<file path="config.mk">
export PLATFORM = sky130hd
export DESIGN_NAME = board_lock_clear
export DESIGN_NICKNAME = d
export VERILOG_FILES = /design/src/rtl/tetris_pkg.sv /design/src/rtl/board_lock_clear_row_shift_down.sv /design/src/rtl/board_lock_clear.sv
export SDC_FILE = /design/constraint.sdc
export NUM_CORES = 1
export LEC_CHECK = 0
export CAP_MARGIN = 20
export CORE_MARGIN = 2
export CORE_UTILIZATION = 35
export CTS_CLUSTER_SIZE = 24
export DETAILED_ROUTE_END_ITERATION = 16
export PLACE_DENSITY = 0.62
export SYNTH_ARGS = -nofsm -noshare
export SYNTH_HDL_FRONTEND = slang
export SYNTH_HIERARCHICAL = 1
export SYNTH_SLANG_ARGS = --single-unit
</file>
<file path="constraint.sdc">
create_clock -name Clk -period 4 [get_ports Clk]
set_clock_uncertainty 0.1 [all_clocks]
set_input_delay 0.6 -clock Clk [delete_from_list [all_inputs] [get_ports Clk]]
set_output_delay 0.6 -clock Clk [all_outputs]
set_load 0.05 [all_outputs]
</file>
<file path="src/rtl/tetris_pkg.sv">
// Shared playfield definitions for the Tetris datapath.
// Provides the board geometry, the row/board types, the lock-and-clear
// FSM state encoding, and a saturating adder for the line counter.
package tetris_pkg;

    localparam int ROWS     = 22;  // row ROWS-1 is the top, row 0 the bottom
    localparam int COLS     = 10;
    localparam int VIS_ROWS = 20;  // rows VIS_ROWS..ROWS-1 are the hidden spawn rows
    localparam int LINES_W  = 16;
    localparam int R_W      = $clog2(ROWS);

    typedef logic [COLS-1:0] row_t;
    typedef row_t [ROWS-1:0] board_t;

    typedef enum logic [1:0] {
        IDLE  = 2'd0,
        MERGE = 2'd1,
        SCAN  = 2'd2,
        DONE  = 2'd3
    } lock_state_e;

    // Running line total sticks at all-ones rather than wrapping.
    function automatic logic [LINES_W-1:0] sat_add(input logic [LINES_W-1:0] a,
                                                   input logic [2:0]         b);
        logic [LINES_W:0] sum;
        sum = {1'b0, a} + (LINES_W + 1)'(b);
        return sum[LINES_W] ? '1 : sum[LINES_W-1:0];
    endfunction

endpackage

</file>
<file path="src/rtl/board_lock_clear_row_shift_down.sv">
// row_shift_down: purely combinational line removal.
// Removes row r_i from the board: every row at or above r_i takes the
// contents of the row directly above it, and the top row becomes empty.
// Rows below r_i pass through untouched.
//   board_i  in   board_t    current locked playfield
//   r_i      in   [R_W-1:0]  index of the row being removed
//   board_o  out  board_t    playfield with row r_i removed
module row_shift_down
    import tetris_pkg::*;
(
    input  board_t         board_i,
    input  logic [R_W-1:0] r_i,
    output board_t         board_o
);

    always_comb begin
        // NOTE: default every combinational output first so no path leaves it unassigned (no latch).
        board_o = board_i;
        for (int i = 0; i < ROWS - 1; i++) begin
            if (R_W'(i) >= r_i) begin
                board_o[i] = board_i[i + 1];
            end
        end
        board_o[ROWS-1] = '0;
    end

endmodule

</file>
<file path="src/rtl/board_lock_clear.sv">
// board_lock_clear: owns the locked playfield.
// On lock_req the active-piece overlay is ORed into the board, then the board
// is scanned bottom-up one row per cycle; each full row is removed and the row
// that drops into its place is re-examined. Reports rows cleared per lock, a
// saturating running total, and a sticky game-over flag.
//   Clk           in   1                  rising-edge clock
//   Reset_n       in   1                  asynchronous active-low reset
//   lock_req      in   1                  piece landed; merge active_piece
//   clear_board   in   1                  wipe board/total/game_over (IDLE only)
//   active_piece  in   board_t            overlay, sampled during MERGE
//   board         out  board_t            locked playfield (registered)
//   busy          out  1                  high MERGE..DONE
//   done          out  1                  1-cycle pulse in DONE
//   lines_last    out  3                  rows cleared by the latest lock
//   lines_total   out  LINES_W            saturating running total
//   game_over     out  1                  sticky overlap / overflow flag
module board_lock_clear
    import tetris_pkg::*;
(
    input  logic               Clk,
    input  logic               Reset_n,
    input  logic               lock_req,
    input  logic               clear_board,
    input  board_t             active_piece,
    output board_t             board,
    output logic               busy,
    output logic               done,
    output logic [2:0]         lines_last,
    output logic [LINES_W-1:0] lines_total,
    output logic               game_over
);

    lock_state_e        state_q, state_d;
    board_t             board_q, board_d;
    logic [R_W-1:0]     r_q, r_d;
    logic [2:0]         cnt_q, cnt_d;
    logic [2:0]         lines_last_q, lines_last_d;
    logic [LINES_W-1:0] lines_total_q, lines_total_d;
    logic               game_over_q, game_over_d;

    board_t             board_shifted;

    row_shift_down u_row_shift_down (
        .board_i (board_q),
        .r_i     (r_q),
        .board_o (board_shifted)
    );

    always_comb begin
        // NOTE: next-state logic uses blocking '='; only the clocked block below uses '<='.
        state_d       = state_q;
        board_d       = board_q;
        r_d           = r_q;
        cnt_d         = cnt_q;
        lines_last_d  = lines_last_q;
        lines_total_d = lines_total_q;
        game_over_d   = game_over_q;

        case (state_q)
            IDLE: begin
                if (clear_board) begin
                    board_d       = '0;
                    lines_total_d = '0;
                    game_over_d   = 1'b0;
                end else if (lock_req) begin
                    state_d = MERGE;
                end
            end

            MERGE: begin
                board_d = board_q | active_piece;
                // Any cell claimed by both the board and the piece is an illegal spawn.
                if (|(board_q & active_piece)) begin
                    game_over_d = 1'b1;
                end
                r_d     = '0;
                cnt_d   = '0;
                state_d = SCAN;
            end

            SCAN: begin
                if (&board_q[r_q]) begin
                    // Keep r: the row that just dropped into r may be full too.
                    board_d = board_shifted;
                    cnt_d   = cnt_q + 3'd1;
                end else if (r_q == R_W'(ROWS - 1)) begin
                    state_d = DONE;
                end else begin
                    r_d = r_q + R_W'(1);
                end
            end

            DONE: begin
                lines_last_d  = cnt_q;
                lines_total_d = sat_add(lines_total_q, cnt_q);
                if (|board_q[ROWS-1:VIS_ROWS]) begin
                    game_over_d = 1'b1;
                end
                state_d = IDLE;
            end

            default: state_d = IDLE;
        endcase
    end

    // NOTE: the board is a flop array, not a RAM, so resetting it is both legal and required.
    always_ff @(posedge Clk or negedge Reset_n) begin
        if (!Reset_n) begin
            state_q       <= IDLE;
            board_q       <= '0;
            r_q           <= '0;
            cnt_q         <= '0;
            lines_last_q  <= '0;
            lines_total_q <= '0;
            game_over_q   <= 1'b0;
        end else begin
            state_q       <= state_d;
            board_q       <= board_d;
            r_q           <= r_d;
            cnt_q         <= cnt_d;
            lines_last_q  <= lines_last_d;
            lines_total_q <= lines_total_d;
            game_over_q   <= game_over_d;
        end
    end

    assign board       = board_q;
    assign busy        = (state_q != IDLE);
    assign done        = (state_q == DONE);
    assign lines_last  = lines_last_q;
    assign lines_total = lines_total_q;
    assign game_over   = game_over_q;

endmodule

</file>
### Word-level counts from Yosys, hierarchy flattened

Index checks and enable logic that the tools add are counted.

| cells by class | value |
|---|---|
| equal/unequal tests | 34 |
| reductions and logical operators | 36 |
| muxes and demuxes | 43 |
| add/subtract/negate cells | 3 |
| bitwise gates (word level) | 2 |
| order comparisons | 22 |

Operators with widths:

| kind | count |
|---|---|
| 220-bit case mux with 3 select lines | 1 |
| 220-bit 2-to-1 mux | 2 |
| 220-bit AND | 1 |
| 10-bit 2-to-1 mux | 22 |
| 220-bit bitwise OR | 1 |
| 220-bit OR reduction | 1 |
| 4-bit AND reduction | 23 |
| 10-bit binary-select mux with 5-bit select | 1 |
| 2-bit by 1-bit != test with 1-bit output (second input constant) | 22 |
| 4-bit by 5-bit greater-or-equal comparator with 1-bit output (first input constant) | 8 |
| 16-bit 2-to-1 mux | 2 |
| 16-bit case mux with 2 select lines | 1 |
| 5-bit greater-or-equal comparator (first input constant) | 5 |
| 3-bit by 5-bit greater-or-equal comparator with 1-bit output (first input constant) | 4 |
| 20-bit OR reduction | 1 |
| 16-bit by 3-bit adder with 17-bit output | 1 |
| 2-bit != test (second input constant) | 8 |
| 1-bit by 5-bit greater-or-equal comparator with 1-bit output (first input constant) | 2 |
| 2-bit by 5-bit greater-or-equal comparator with 1-bit output (first input constant) | 2 |
| 5-bit 2-to-1 mux | 2 |
| 5-bit case mux with 2 select lines | 1 |
| 10-bit AND reduction | 1 |
| 2-bit 2-to-1 mux | 4 |
| 2-bit case mux with 4 select lines | 1 |
| 15 further kinds | 23 |

| word-level totals | value |
|---|---|
| output and inout port bits | 242 |
| register bits after elaboration | 250 |

### Depth between registers and ports, before layout

| logic depth | value |
|---|---|
| depth in word-level cells | 5 |
| depth in mapped cells | 13 |

### Modules after synthesis

Netlist, hierarchy kept.

By module, submodules not included:

| module | cells each | times used | seq. area each (µm²) | area an instance (µm²) |
|---|---|---|---|---|
| board_lock_clear | 2,151 | 1 | 6,256.0 | 16,377.0 |
| row_shift_down | 263 | 1 | 0.0 | 2,805.2 |

### Worst setup path before layout

No wires, ideal clock.

| timing path | value |
|---|---|
| kind | register -> register |
| start point | reg lines_total_q[0] (netlist: lines_total[0]) |
| end point | reg lines_total_q[4] (netlist: lines_total[4]) |
| stages on the path, launching flop included | 12 |
| arrival time | 2,928 ps |
| buffers on the path | 1 |
| path slack | 851 ps |
| setup time | 121 ps |
| clock period less this slack | 3,149 ps |
| cell sequence | dfrtp_1 ha_1 fa_1 and2_1 o2111a_1 and3_1 and3_1 and3_1 nand3_1 clkbuf_1 o21ai_0 a22o_1 |

| between the ends | value |
|---|---|
| cells in the longest elaborated chain, start to end | 3 |

Ends and longest elaborated chain:

| item | line | source |
|---|---|---|
| start, declared | board_lock_clear.sv:38 | `logic [LINES_W-1:0] lines_total_q, lines_total_d;` |
| start signal, assigned | board_lock_clear.sv:122 | `lines_total_q <= lines_total_d;` |
| 16-bit by 3-bit adder with 17-bit output | tetris_pkg.sv:26 | `sum = {1'b0, a} + (LINES_W + 1)'(b);` |
| 16-bit 2-to-1 mux | tetris_pkg.sv:27 | `return sum[LINES_W] ? '1 : sum[LINES_W-1:0];` |
| 16-bit case mux with 2 select lines | board_lock_clear.sv:59 | `case (state_q)` |

Every way passes these cells.
A chain may end at the register's enable or synchronous reset.

### Final worst setup path

| timing path | value |
|---|---|
| start point | reg r_q[0] |
| end point | reg board_q (netlist bit board[119]) |

| between the ends | value |
|---|---|
| cells in the longest elaborated chain, start to end | 5 |

Ends and longest elaborated chain:

| item | line | source |
|---|---|---|
| start, declared | board_lock_clear.sv:35 | `logic [R_W-1:0] r_q, r_d;` |
| start signal, assigned | board_lock_clear.sv:119 | `r_q <= r_d;` |
| 10-bit binary-select mux with 5-bit select | board_lock_clear.sv:82 | `if (&board_q[r_q]) begin` |
| 10-bit 2-to-1 mux (implied by the code) | board_lock_clear.sv:82 |  |
| 10-bit AND reduction | board_lock_clear.sv:82 |  |
| 2-bit != test (no source line) | - |  |
| 4-bit AND reduction (no source line) * | - |  |
| end signal, assigned | board_lock_clear.sv:118 | `board_q <= board_d;` |
| end, declared | board_lock_clear.sv:34 | `board_t board_q, board_d;` |

Every way passes the cells marked *; elsewhere a longest branch is shown, timed or not. The select of a mux whose other input is x is not followed.

==> results.txt <==
outcome - completed
# Max-Cap Violations - 0
Ports - 466
final setup margin - 0.0983 ns
Net Sw Frac - 0.567
Seq pwr share - 0.198
sum of negative setup slack - 0 ns
Crit. End Element - flip-flop
WL final - 108000 um
fin cells - 3579
Post-synth ARST share - 1.00
worst slew pin tran - 1.02 ns
Die Height - 238 um
Net Switching - 0.0157 W
Remaining DRCs - 0
CTS Buffer Depth - 3
total grt overflow - 0
Mapped Cells - 2414
reg-to-reg slack, setup - 0.1 ns
Final #Nets - 3095
CP Launch Point - r_q[0]$_DFFE_PN0P_
final hold violations - 0
unrepaired setup endpoints after global routing - no
Worst R2R Start - r_q[0]$_DFFE_PN0P_
min cycle time layout - 3.90 ns
effective utilization at floorplan - 0.355
total chip power - 0.0277 W
H-tree levels - 2
crit path to - board[119]$_DFFE_PN0P_
FF-to-FF path depth - 9
Vias - 22600
Finished Cell Area - 0.0261 mm2
Worst slew margin - 0.317
Hold/Removal Path Class - flip-flop to flip-flop
Synth warnings - 6
P&R area growth vs syn - 35.8%
most frequent cell after synthesis - nand2_1
leading area contributor after synthesis - dfrtp_1
CP startpoint kind - flip-flop
post-synthesis sequential area ratio - 0.326
DP Wirelength - 77800 um
worst vdd ir - 1.00 mV
fill cell count - 5177
CTS tree - done
CP required - 4.38 ns
Sink Count - 250
fmax - 256 MHz
Routed Antenna Nets - 0
ys flop type - dfrtp_1
1st-iter DRT viols - 3228
placed cell count - 3517
final setup violation count - 0
Clk pwr share - 0.116
Clk Latency, worst-skew pair - 0.56 ns
Die Wd - 238 um
initial antenna violation count - 7
WS Path Type - flip-flop to flip-flop
Logic pwr share - 0.686
Worst-path clk slew - 0.06 ns
CTS Buf Count - 35
reg2reg end - board[119]$_DFFE_PN0P_
die area - 0.0567 mm2
post-placement cell area - 0.0249 mm2
CTS root buf - clkbuf_16
Post-synth EDFFs - 0
Yosys cell types - 69
internal power - 0.0120 W
Avg Cell Area, Syn - 7.95 um2
routed vias/inst - 6.31
post-synth design cell area - 0.0192 mm2
power density over the cells - 1060 mW/mm2
largest net degree at the start of global routing - 123
vias in the first global route - 21500
first-pass GRT wire length - 154000 um
Placement Setup Slack - 0.301 ns
RePlAce Congestion - 0.975
crit-path max FO - 122
drt first pass iters - 6
Commonest cells post-synth - 694 x nand2_1, 250 x dfrtp_1, 231 x a21oi_1
Slew Limit Fails - 0
sequential cell area - 0.00626 mm2
Yosys reg bits - 250
wire per inst - 30.0 um
PortBufs - 465
Yosys top cell area share - 0.326
ranking of synthesized cells by area - dfrtp_1 33%, nand2_1 14%, mux2_2 12%
CORE AREA - 0.0540 mm2
fraction of layout cells with a size suffix above 1 - 0.144
Total GRT Usage - 0.367
Period Utilization, post-route - 0.975
Leak Pwr - 11.4 nW
crit path DAT - 4.29 ns
Site Rows - 85
Multi-input gate area - 0.0119 mm2
-- kinds of logic (layout without fill, tap and decap cells) --
family	Yosys count	count (layout)	share of synthesized area
AO/OA/AOI/OAI	658	658	0.221
adder cells (fa/ha/maj)	12	12	0.00822
buffers and inverters	200	657	0.0560
flip-flops	250	250	0.326
multiplexers	224	224	0.133
other	1	13	0.000195
AND/OR/NAND/NOR	1069	1069	0.255
-- area by class of cell --
type | count | share of cell area
Sequential cell | 250 | 0.240
Multi-Input combinational cell | 1973 | 0.458
Antenna cell | 3 | 0.000288
Tap cell | 696 | 0.0334
Inverter | 12 | 0.00197
Clock buffer | 55 | 0.0427
Timing Repair Buffer | 587 | 0.223
Clock inverter | 3 | 0.000720
-- cell usage in the layout, fill, tap and decap left out, types with 4 or more instances in the layout --
cell               n
a21oi_1          231
a221oi_1          48
a22o_1            57
a22oi_1           14
a31oi_1          227
and2_1             5
and3_1             8
buf_12            18
buf_4            103
clkbuf_1           6
clkbuf_16         37
clkbuf_8          12
clkdlybuf4s50_1  464
conb_1            10
dfrtp_1          249
ha_1               9
inv_1             10
mux2_2           210
mux2_4             4
mux2i_1            8
nand2_1          694
nand2b_1         226
nand3_1           25
nand4_1           52
nand4b_1           5
nor2_1            18
nor3_1             7
nor4_1             8
o21a_1             5
o21ai_0           30
o22ai_1            5
-- flip-flops by register name, summed over array words and instances (netlist names) --
register / cells
state_q: 2
r_q: 5
lines_last: 3
cnt_q: 3
board: 220
game_over: 1
lines_total: 16
-- power by group through the flow --
stage	Clock (W)	Sequential, W	Combinational, W
finish	0.00322	0.00549	0.0190
global route	0.00332	0.00553	0.0199
CTS	0.00321	0.00539	0.0185
detailed placement	0	0.00542	0.0185
global placement	0	0.00542	0.0182
floorplan	0	0.00777	0.00921
-- critical path: stages, from the launching register on --
cell and delay, ns:
dfrtp_2 0.87, nand3_1 0.25, o22ai_1 0.34, nor2_1 0.09
or4_1 0.54, a221o_1 0.38, o21ai_4 0.25, buf_12 0.51
a31oi_1 0.19, a21oi_1 0.18
-- timing repair --
item,4_1_cts,5_1_grt
resized for setup,0,0
hold endpoints to repair,48,0
setup buffers,0,0
hold buffers,1,0
-- layer usage --
metal,GRT usage,up-vias,share of wire
met5,0,-,0.00024
met4,0.193,4,0.060
met3,0.106,343,0.12
met2,0.551,1711,0.43
met1,0.479,11000,0.38
li1,-,9575,-
-- how the worst min path moves through the flow --
stage	start	to	slack, ns	depth (start not counted)
3_5_place_dp	lines_last[0]$_DFFE_PN0P_	lines_last[0]$_DFFE_PN0P_	0.40	1
2_1_floorplan	Reset_n	board[0]$_DFFE_PN0P_	0.20	0
5_1_grt	lines_last[1]$_DFFE_PN0P_	lines_last[1]$_DFFE_PN0P_	0.43	1
4_1_cts	lines_last[0]$_DFFE_PN0P_	lines_last[0]$_DFFE_PN0P_	0.41	1
3_3_place_gp	lines_last[0]$_DFFE_PN0P_	lines_last[0]$_DFFE_PN0P_	0.40	1
6_report	lines_last[0]$_DFFE_PN0P_	lines_last[0]$_DFFE_PN0P_	0.41	1
-- through the flow --
step / utilization / hold WS [ns]
global placement: 0.461 / 0.396
CTS: 0.482 / 0.411
finish: 0.482 / 0.406
global route: 0.482 / 0.431
detailed placement: 0.461 / 0.398
floorplan: - / 0.204
Power figures use the tool's default switching activity.
